===== config.mk =====
export PLATFORM = sky130hd
export DESIGN_NAME = subtree_rr_scheduler
export DESIGN_NICKNAME = d
export VERILOG_FILES = /design/src/rtl/subtree_rr_scheduler.sv
export SDC_FILE = /design/constraint.sdc
export NUM_CORES = 1
export LEC_CHECK = 0
export BUFFER_PORTS_ARGS = -buffer_cell sky130_fd_sc_hd__buf_2
export CORE_ASPECT_RATIO = 1.1
export CORE_MARGIN = 2
export CORE_UTILIZATION = 54
export DETAILED_ROUTE_END_ITERATION = 6
export GPL_TIMING_DRIVEN = 0
export PLACE_DENSITY_LB_ADDON = 0.2
export SETUP_SLACK_MARGIN = 0.3
export SYNTH_ARGS = -nofsm -noshare
export SYNTH_HDL_FRONTEND = slang
export SYNTH_SLANG_ARGS = --single-unit

===== constraint.sdc =====
create_clock -name clk -period 2.4 [get_ports clk]
set_input_delay 0.12 -clock clk [delete_from_list [all_inputs] [get_ports clk]]
set_output_delay 0.12 -clock clk [all_outputs]
set_load 0.01 [all_outputs]

===== src/rtl/subtree_rr_scheduler.sv =====
// Round-robin scheduler that time-shares one resource among the children of a
// generated subtree level. Exactly one child owns the grant at a time. The grant
// is held until the owner signals done or drops its request. It is also forced
// free after MAX_HOLD cycles. Every release is followed by at least one idle
// cycle. The next search starts just past the previous owner, so a child that
// keeps requesting cannot starve the others.
module subtree_rr_scheduler #(
  parameter int NUM_REQ  = 5,
  parameter int MAX_HOLD = 16,
  parameter int CNT_W    = 16,
  localparam int ID_W    = (NUM_REQ > 2) ? $clog2(NUM_REQ) : 1
) (
  input  logic               clk,
  input  logic               rst,
  input  logic [NUM_REQ-1:0] req,
  input  logic [NUM_REQ-1:0] done,
  output logic [NUM_REQ-1:0] gnt,
  output logic               gnt_valid,
  output logic [ID_W-1:0]    gnt_id,
  output logic               timeout,
  output logic [CNT_W-1:0]   grant_cnt
);

  // The hold counter only needs to reach MAX_HOLD-1. A grant then lasts exactly
  // MAX_HOLD cycles: counter values 0 .. MAX_HOLD-1.
  localparam int HOLD_W = (MAX_HOLD > 2) ? $clog2(MAX_HOLD) : 1;
  localparam logic [HOLD_W-1:0] HOLD_LAST = HOLD_W'(MAX_HOLD - 1);
  localparam logic [ID_W-1:0]   ID_LAST   = ID_W'(NUM_REQ - 1);

  typedef enum logic {
    IDLE  = 1'b0,
    GRANT = 1'b1
  } state_t;

  state_t             state_q, state_d;
  logic [NUM_REQ-1:0] gnt_q, gnt_d;
  logic [ID_W-1:0]    id_q, id_d;
  logic [ID_W-1:0]    ptr_q, ptr_d;
  logic [HOLD_W-1:0]  hold_q, hold_d;
  logic               timeout_q, timeout_d;
  logic [CNT_W-1:0]   cnt_q, cnt_d;

  // Round-robin pick signals.
  logic               hi_found;
  logic [ID_W-1:0]    hi_id;
  logic               lo_found;
  logic [ID_W-1:0]    lo_id;
  logic               pick_found;
  logic [ID_W-1:0]    pick_id;

  // Owner release conditions.
  logic               own_done;
  logic               own_req;
  logic               hold_expired;

  // Round-robin search. A circular search from ptr picks the lowest requester
  // at or above ptr. If there is none, it wraps and picks the lowest requester
  // overall. Scanning downwards lets the last hit be the lowest index.
  always_comb begin
    // NOTE: every combinational output gets a default before any branch, so no
    // path leaves a signal unassigned and no latch is inferred.
    hi_found = 1'b0;
    hi_id    = '0;
    lo_found = 1'b0;
    lo_id    = '0;
    for (int i = NUM_REQ - 1; i >= 0; i--) begin
      if (req[i]) begin
        lo_found = 1'b1;
        lo_id    = ID_W'(i);
        if (i >= int'(ptr_q)) begin
          hi_found = 1'b1;
          hi_id    = ID_W'(i);
        end
      end
    end
    pick_found = hi_found | lo_found;
    pick_id    = hi_found ? hi_id : lo_id;
  end

  // Decode the owner's own done/req bits. Bits from non-owners are ignored.
  always_comb begin
    own_done     = done[id_q];
    own_req      = req[id_q];
    hold_expired = (hold_q == HOLD_LAST);
  end

  // Next-state and next-output logic for the IDLE/GRANT controller.
  always_comb begin
    state_d   = state_q;
    gnt_d     = gnt_q;
    id_d      = id_q;
    ptr_d     = ptr_q;
    hold_d    = hold_q;
    timeout_d = 1'b0;
    cnt_d     = cnt_q;

    unique case (state_q)
      IDLE: begin
        gnt_d = '0;
        if (pick_found) begin
          gnt_d   = NUM_REQ'(1) << pick_id;
          id_d    = pick_id;
          hold_d  = '0;
          state_d = GRANT;
          if (cnt_q != '1) begin
            cnt_d = cnt_q + 1'b1;
          end
        end
      end

      GRANT: begin
        if (own_done || !own_req || hold_expired) begin
          // done and a dropped request take priority over the hold limit. Only
          // a pure hold expiry counts as a forced release.
          timeout_d = !own_done && own_req;
          gnt_d     = '0;
          hold_d    = '0;
          ptr_d     = (id_q == ID_LAST) ? '0 : id_q + 1'b1;
          state_d   = IDLE;
        end else begin
          hold_d = hold_q + 1'b1;
        end
      end

      default: begin
        state_d = IDLE;
        gnt_d   = '0;
      end
    endcase
  end

  // State and output registers with synchronous reset. A reset in mid-grant
  // drops the grant with no timeout pulse.
  always_ff @(posedge clk) begin
    // NOTE: registers use non-blocking assignment so that every flop samples
    // the values from before the edge, whatever order the statements are in.
    if (rst) begin
      state_q   <= IDLE;
      gnt_q     <= '0;
      id_q      <= '0;
      ptr_q     <= '0;
      hold_q    <= '0;
      timeout_q <= 1'b0;
      cnt_q     <= '0;
    end else begin
      state_q   <= state_d;
      gnt_q     <= gnt_d;
      id_q      <= id_d;
      ptr_q     <= ptr_d;
      hold_q    <= hold_d;
      timeout_q <= timeout_d;
      cnt_q     <= cnt_d;
    end
  end

  assign gnt       = gnt_q;
  assign gnt_valid = |gnt_q;
  assign gnt_id    = id_q;
  assign timeout   = timeout_q;
  assign grant_cnt = cnt_q;

endmodule

==> metrics.md, run 1 <==
| Metric | Value |
|---|---|
| Gr ovfl total | 0 |
| Core area | 3070 um2 |
| Row Count | 21 |
| Post-synthesis sequential area ratio | a little under two fifths |
| Crit path max-delay family | simple AND/OR/NAND/NOR gates |
| Post-synth top area share | roughly 37% |
| Number of global-route vias before repair | 1,463 |
| Tmin final | between 1.5 and 2 ns |
| Top FF cell, synth | dfxtp_1 |
| Total wire length | between 3000 and 4000 um |
| Die Area | 3750 um2 |
| Pin count of the biggest net entering global routing | 11 |
| Post-Syn Nets | 216 |
| Post-route ant nets | 0 |
| Design Power | between 1 and 1.5 mW |
| Fillers | 303 |
| Top-level port count | 38 |
| Met3 WL | about 240 um |
| Status | finished, final reports clean |
| Mapped Area | approximately 1800 um2 |
| Vias per inst | roughly 5.7 |
| Via count | around 1,600 |
| Clock buffer depth | 2 |
| Avg Cell Area, Syn | approximately 9 um2 |
| Worst VDD drop | 0.618 mV |
| Die Height | ~64 um |
| Hold Path Class | in -> reg |
| Largest cells by area after synthesis | dfxtp_1, nor2_1, xor2_1, nand4_1, xnor2_1 |
| Critical path startpoint category | register |
| H-tree Lvls | 2 |
| Tcrit/Tclk final | between 80 and 90% |
| Leading area contributor after synthesis | dfxtp_1 |
| EDFF count, synth | 0 |
| Worst Path Arrival | ~2.2 ns |
| Max Clock Skew | 0.0142 ns |
| GRT Overall Usage | between 20% and 30% |
| Die W | 58.6 um |
| CP required | about 2.7 ns |
| RePlAce Congestion | about 0.89 |
| Met2 Wirelength | between 1500 and 2000 um |
| Nets | ~260 |
| Remaining DRCs | 0 |
| Crit Path Max Fanout | 7 |
| Hold_buf cts | 0 |
| Endpoints failing setup | 0 |
| Setup tns final | 0 ns |
| Diode count | 0 |
| Starting Density | around 58% |
| Wl on met1 | 1710 um |
| Non-Filler Instances | 275 |
| Total stage count of the critical path | 7 |
| Max transition margin | between 60% and 70% |
| Placed cells | around 270 |
| Register-to-Register Path Depth | 7 |
| CTS sink cnt | 33 |
| First-pass GRT wire length | approximately 6500 um |
| Critical-path top delay cell | or4_4 |
| Ys Warns | 0 |
| Input/output buffers | 34 |
| Crit. End Element | register |
| Max-slew violation total from the final report | 0 |
| Uppermost layer routed | met4 |
| Worst slew pin tran | slightly below 0.6 ns |
| Seq cells post-synth | 33 |
| PwrDens | between 500 and 600 nW/um2 |
| WP buf/inv | 2 |
| WS Path Type | reg -> reg |
| Most common cell after layout, fill and taps aside | nor2_1 |
| Ys async rst share | 0% |
| Crit-path max cell delay | between 0.5 and 0.6 ns |
| CTS resizes | 0 |
| Syn Inst Count | 200 |
| Hold Slack | 0.0817 ns |
| Share of cells above drive strength 1 | between 20% and 30% |
| DR iter-0 viols | 51 |
| CTS Buf Count | 5 |
| Initial antenna violation count | 0 |
| TritonCTS clock tree | yes |
| RSZ-0062 raised after global routing | no |
| Post-detailed-route wirelength per cell | between 10 and 15 um |
| Max_cap viols | 0 |
| Cell variety after synth | 50 |
| Final Hold Fails | 0 |
| CP cell instances | inv_1 -> or4_4 -> a32oi_2 -> and3_1 -> buf_6 -> nand2_2 -> a21oi_2 |
| Worst-path clk slew | between 0.1 and 0.15 ns |
| FMAX | just over 500 MHz |
| DR pass1 iterations | 4 |
| DPL Wire Length | 2760 um |
| Post-CTS Setup Repair Bufs | 0 |
| Clk root buf | clkbuf_4 |
| Skew-Pair Late Insertion Delay | ~0.34 ns |
| Hold path depth | 2 |
| Leak pwr | between 0.8 and 0.9 nW |
| Most frequent cells in the layout | nor2_1, buf_2, dfxtp_1, xor2_1, inv_1 |
| Area growth from synthesis to layout | 15.1% |
-- metal layers --
| layer | up-vias | global-route usage (%) |
|---|---|---|
| li1 | 797 | - |
| met1 | 727 | 27.5 |
| met2 | 48 | 36.4 |
| met3 | 6 | 7.29 |
| met4 | 0 | 7.56 |
| met5 | - | 0 |
-- worst register-to-register path, stage by stage (launching register included) --
cell	delay (ns)
dfxtp_1	0.47
inv_1	0.10
or4_4	0.54
a32oi_2	0.25
and3_1	0.21
buf_6	0.13
nand2_2	0.06
a21oi_2	0.12
-- kinds of logic (layout without fill, tap and decap cells) --
kind of cell / Yosys count / count (layout) / synth area share (%)
flops: 33 / 33 / 37.4
mux: 4 / 4 / 2.26
compound gates: 36 / 36 / 16.1
buf+inv: 19 / 60 / 5.31
simple gates: 87 / 87 / 27.7
fa+ha+maj: 4 / 4 / 2.83
xor+xnor: 17 / 17 / 8.42
-- through the flow --
step | cell area (um2) | utilization (%) | setup slack, ns
global route | 2040 | 66.2 | 0.321
finish | 2040 | 66.2 | 0.457
floorplan | 1770 | - | 0.589
global placement | 1980 | 64.4 | 0.491
detailed placement | 1980 | 64.4 | 0.476
CTS | 2040 | 66.2 | 0.452
-- state kept, by name (all words and copies together), names as in the netlist --
name / count
gnt: 5
gnt_id: 3
grant_cnt: 16
hold_q: 4
ptr_q: 3
state_q: 1
timeout: 1
-- synth_stat cells (2+ instances only) --
master,instances
xnor2_1,6
a32oi_1,4
dfxtp_1,33
nand2_2,2
a31oi_1,2
or3_1,3
nand4_1,9
o21ai_0,2
nor4_1,2
nand3_1,4
nand3b_1,3
ha_1,4
and4bb_2,2
inv_1,10
a21oi_2,3
xor2_1,11
mux2i_1,4
nor3_1,5
nor2_1,35
nand2_1,9
a21oi_1,8
clkbuf_1,3
and3_1,4
a22oi_1,2
a211oi_1,5
-- layout make-up --
cell class / count / area (um2) / area share, %
Multi-Input combinational cell: 148 / 1010 / 49.8
Sequential cell: 33 / 661 / 32.5
Timing Repair Buffer: 34 / 170 / 8.36
Clock buffer: 7 / 55.1 / 2.70
Buffer: 8 / 52.6 / 2.58
Tap cell: 34 / 42.5 / 2.09
Inverter: 11 / 41.3 / 2.03
-- power breakdown --
part           internal, mW  switching, mW
Sequential            0.577         0.0384
Combinational         0.106          0.142
Clock                 0.138          0.183
-- path summary, 6_finish.rpt --
path                     startpoint                     end  slack (ns)
min reg2reg     gnt[3]$_SDFFE_PP0P_     gnt[3]$_SDFFE_PP0P_        0.48
min                             rst  hold_q[3]$_SDFFE_PP0P_        0.08
max          gnt_id[1]$_SDFFE_PP0P_     gnt[3]$_SDFFE_PP0P_        0.46
max reg2reg  gnt_id[1]$_SDFFE_PP0P_     gnt[3]$_SDFFE_PP0P_        0.46
(Power assumes the default switching activity.)
==> inputs of run 2 (changes only) <==
CORE_UTILIZATION = 48   (was 54)
clock period = 1.6 ns   (was 2.4 ns; I/O delays follow)
==> metrics.md, run 2 (synthesis gave the netlist of run 1 again) <==
| Metric | Value |
|---|---|
| Nets | 285 (+11%) |
| First-pass GRT wire length | 7040 um (+8.9%) |
| Setup ws final | -0.210 ns (-0.667 ns) |
| Non-Filler Instances | 320 (+16%) |
| CP required | 1.81 ns (-0.86 ns) |
| Max_cap viols | 0 (unchanged) |
| Hold Path Class | in -> reg |
| WS Path Type | reg -> reg |
| Vias per inst | 5.38 (-6.3%) |
| Final Hold Fails | 0 (unchanged) |
| Total stage count of the critical path | 6 (-1) |
| Share of cells above drive strength 1 | 53.0% (+27 points) |
| Die Height | 67.7 um (+5.7%) |
| Top-level port count | 38 (unchanged) |
| Initial antenna violation count | 0 (unchanged) |
| Violated checks | setup timing |
| Post-route ant nets | 0 (unchanged) |
| Max transition margin | 66.5% (+6.2 points) |
| Most common cell after layout, fill and taps aside | buf_2 |
| CTS sink cnt | 33 (unchanged) |
| CP cell instances | or4_4 -> a32oi_4 -> and3_4 -> buf_8 -> a32oi_2 -> nor2_1 |
| Pin count of the biggest net entering global routing | 11 (unchanged) |
| Hold path depth | 2 (unchanged) |
| Final core utilization | 74.4% (+8.1 points) |
| Tcrit/Tclk final | 113% (+32 points) |
| FMAX | 553 MHz (+7.4%) |
| Worst Path Arrival | 2.02 ns (-0.20 ns) |
| Critical path startpoint category | register |
| Post-detailed-route wirelength per cell | 14.7 um (+7.0%) |
| Tmin final | 1.81 ns (-0.133 ns) |
| WP buf/inv | 1 (-1) |
| Die Area | 4190 um2 (+12%) |
| Critical-path top delay cell | or4_4 |
| Number of global-route vias before repair | 1,550 (+5.9%) |
| Crit. End Element | register |
| Remaining DRCs | 0 (unchanged) |
| Crit path max-delay family | simple AND/OR/NAND/NOR gates |
| PwrDens | 860 nW/um2 (+48%) |
| Placed cell areas | 2120 um2 (+6.8%) |
| Max-slew violation total from the final report | 0 (unchanged) |
| H-tree Lvls | 2 (unchanged) |
| Diode count | 0 (unchanged) |
| RePlAce Congestion | 0.942 (+5.8%) |
| Via count | 1,721 (+9.1%) |
| RSZ-0062 raised after global routing | yes |
| Multi-input logic area | 1280 um2 (+26%) |
| Max Clock Skew | 0.00634 ns (-0.00790 ns) |
| Core area | 3600 um2 (+17%) |
| Crit Path Max Fanout | 7 (unchanged) |
| Starting Density | 49.1% (-8.4 points) |
| Worst-path clk slew | 0.07 ns (-0.04 ns) |
| Finished Cell Area | 2680 um2 (+31%) |
| Total wire length | 4720 um (+24%) |
| Fillers | 269 (-11%) |
| CTS Buf Count | 5 (unchanged) |
| Register-to-Register Path Depth | 6 (-1) |
| Gr ovfl total | 0 (unchanged) |
| DP Worst Slack | -0.151 ns (-0.627 ns) |
| DR iter-0 viols | 69 (+35%) |
| TritonCTS clock tree | yes |
| Input/output buffers | 34 (unchanged) |
| Skew-Pair Late Insertion Delay | 0.29 ns (-0.05 ns) |
| Design Power | 2.30 mW (+94%) |
| Placed cells | 284 (+6.0%) |
| DPL Wire Length | 2940 um (+6.4%) |
| Crit-path max cell delay | 0.53 ns (about the same) |
| Hold_buf cts | 0 (unchanged) |
| FF+latch area | 719 um2 (+8.9%) |
| Status | complete, but fails checks |
| Endpoints failing setup | 19 (+19) |
| DR pass1 iterations | 4 (unchanged) |
| Max FFs per register | 16 (unchanged) |
| Clk root buf | clkbuf_8 |
| Row Count | 23 (+9.5%) |
| Most frequent cells in the layout | buf_2, nor2_1, buf_4, dfxtp_1, dfxtp_4 |
| Worst slew pin tran | 0.502 ns (-0.0786 ns) |
| Clock buffer depth | 2 (unchanged) |
| Worst VDD drop | 0.631 mV (+2.1%) |
| Area growth from synthesis to layout | 51.3% |
| Die W | 61.9 um (+5.7%) |
| GRT Overall Usage | 23.1% (+0.73 points) |
| Leak pwr | 1.08 nW (+31%) |
[run 2: cell count changes in the layout (fill, tap and decap cells not counted), sizes merged]
cell,before,now
clkdlybuf4s15,2,1
buf,36,65
bufinv,0,1
[run 2: layout make-up]
type	instances	area share, %
Tap cell	50	2.34
Timing Repair Buffer	62	15.1
Inverter	11	1.64
Multi-Input combinational cell	148	47.8
Sequential cell	33	26.9
Clock buffer	7	3.23
Buffer	8	1.92
Clock inverter	1	1.12
[run 2: worst reg2reg max path: stages (launching register included)]
cell     delay, ns
dfxtp_4       0.36
or4_4         0.53
a32oi_4       0.30
and3_4        0.24
buf_8         0.13
a32oi_2       0.06
nor2_1        0.13
[run 2: final timing paths]
kind,start,end,slack (ns)
worst min register to register,gnt[1]$_SDFFE_PP0P_,gnt[1]$_SDFFE_PP0P_,0.50
worst min-delay path,rst,hold_q[2]$_SDFFE_PP0P_,0.15
worst max register to register,gnt_id[2]$_SDFFE_PP0P_,gnt[0]$_SDFFE_PP0P_,-0.21
worst max-delay path,gnt_id[2]$_SDFFE_PP0P_,gnt[0]$_SDFFE_PP0P_,-0.21
[run 2: power by group]
group | internal [mW] | leakage (nW) | switching, mW | total, mW
registers | 0.863 | 0.281 | 0.0660 | 0.929
logic | 0.272 | 0.744 | 0.299 | 0.570
clock network | 0.507 | 0.0585 | 0.293 | 0.800
total | 1.64 | 1.08 | 0.658 | 2.30
[run 2: layer usage]
layer	up-vias	part of all wire [%]	global-route usage (%)
li1	857	-	-
met2	40	54	41.2
met1	814	40	26.2
met5	-	0	0
met4	0	1.6	9.04
met3	10	3.4	4.98
[run 2: repair_timing]
action | 4_1_cts | 5_1_grt
endpoints found under the hold margin | 0 | 0
setup buffers | 17 | 11
gates resized for setup | 28 | 20
pin swaps | 18 | 25
endpoints found under the setup margin | 33 | 33
[run 2: stage by stage]
stage | setup TNS, ns | hold WS, ns
4_1_cts | -1.30 | 0.132
3_3_place_gp | -1.18 | 0.428
6_report | -2.58 | 0.147
5_1_grt | -4.27 | 0.169
2_1_floorplan | -0.0283 | 0.309
3_5_place_dp | -1.46 | 0.433
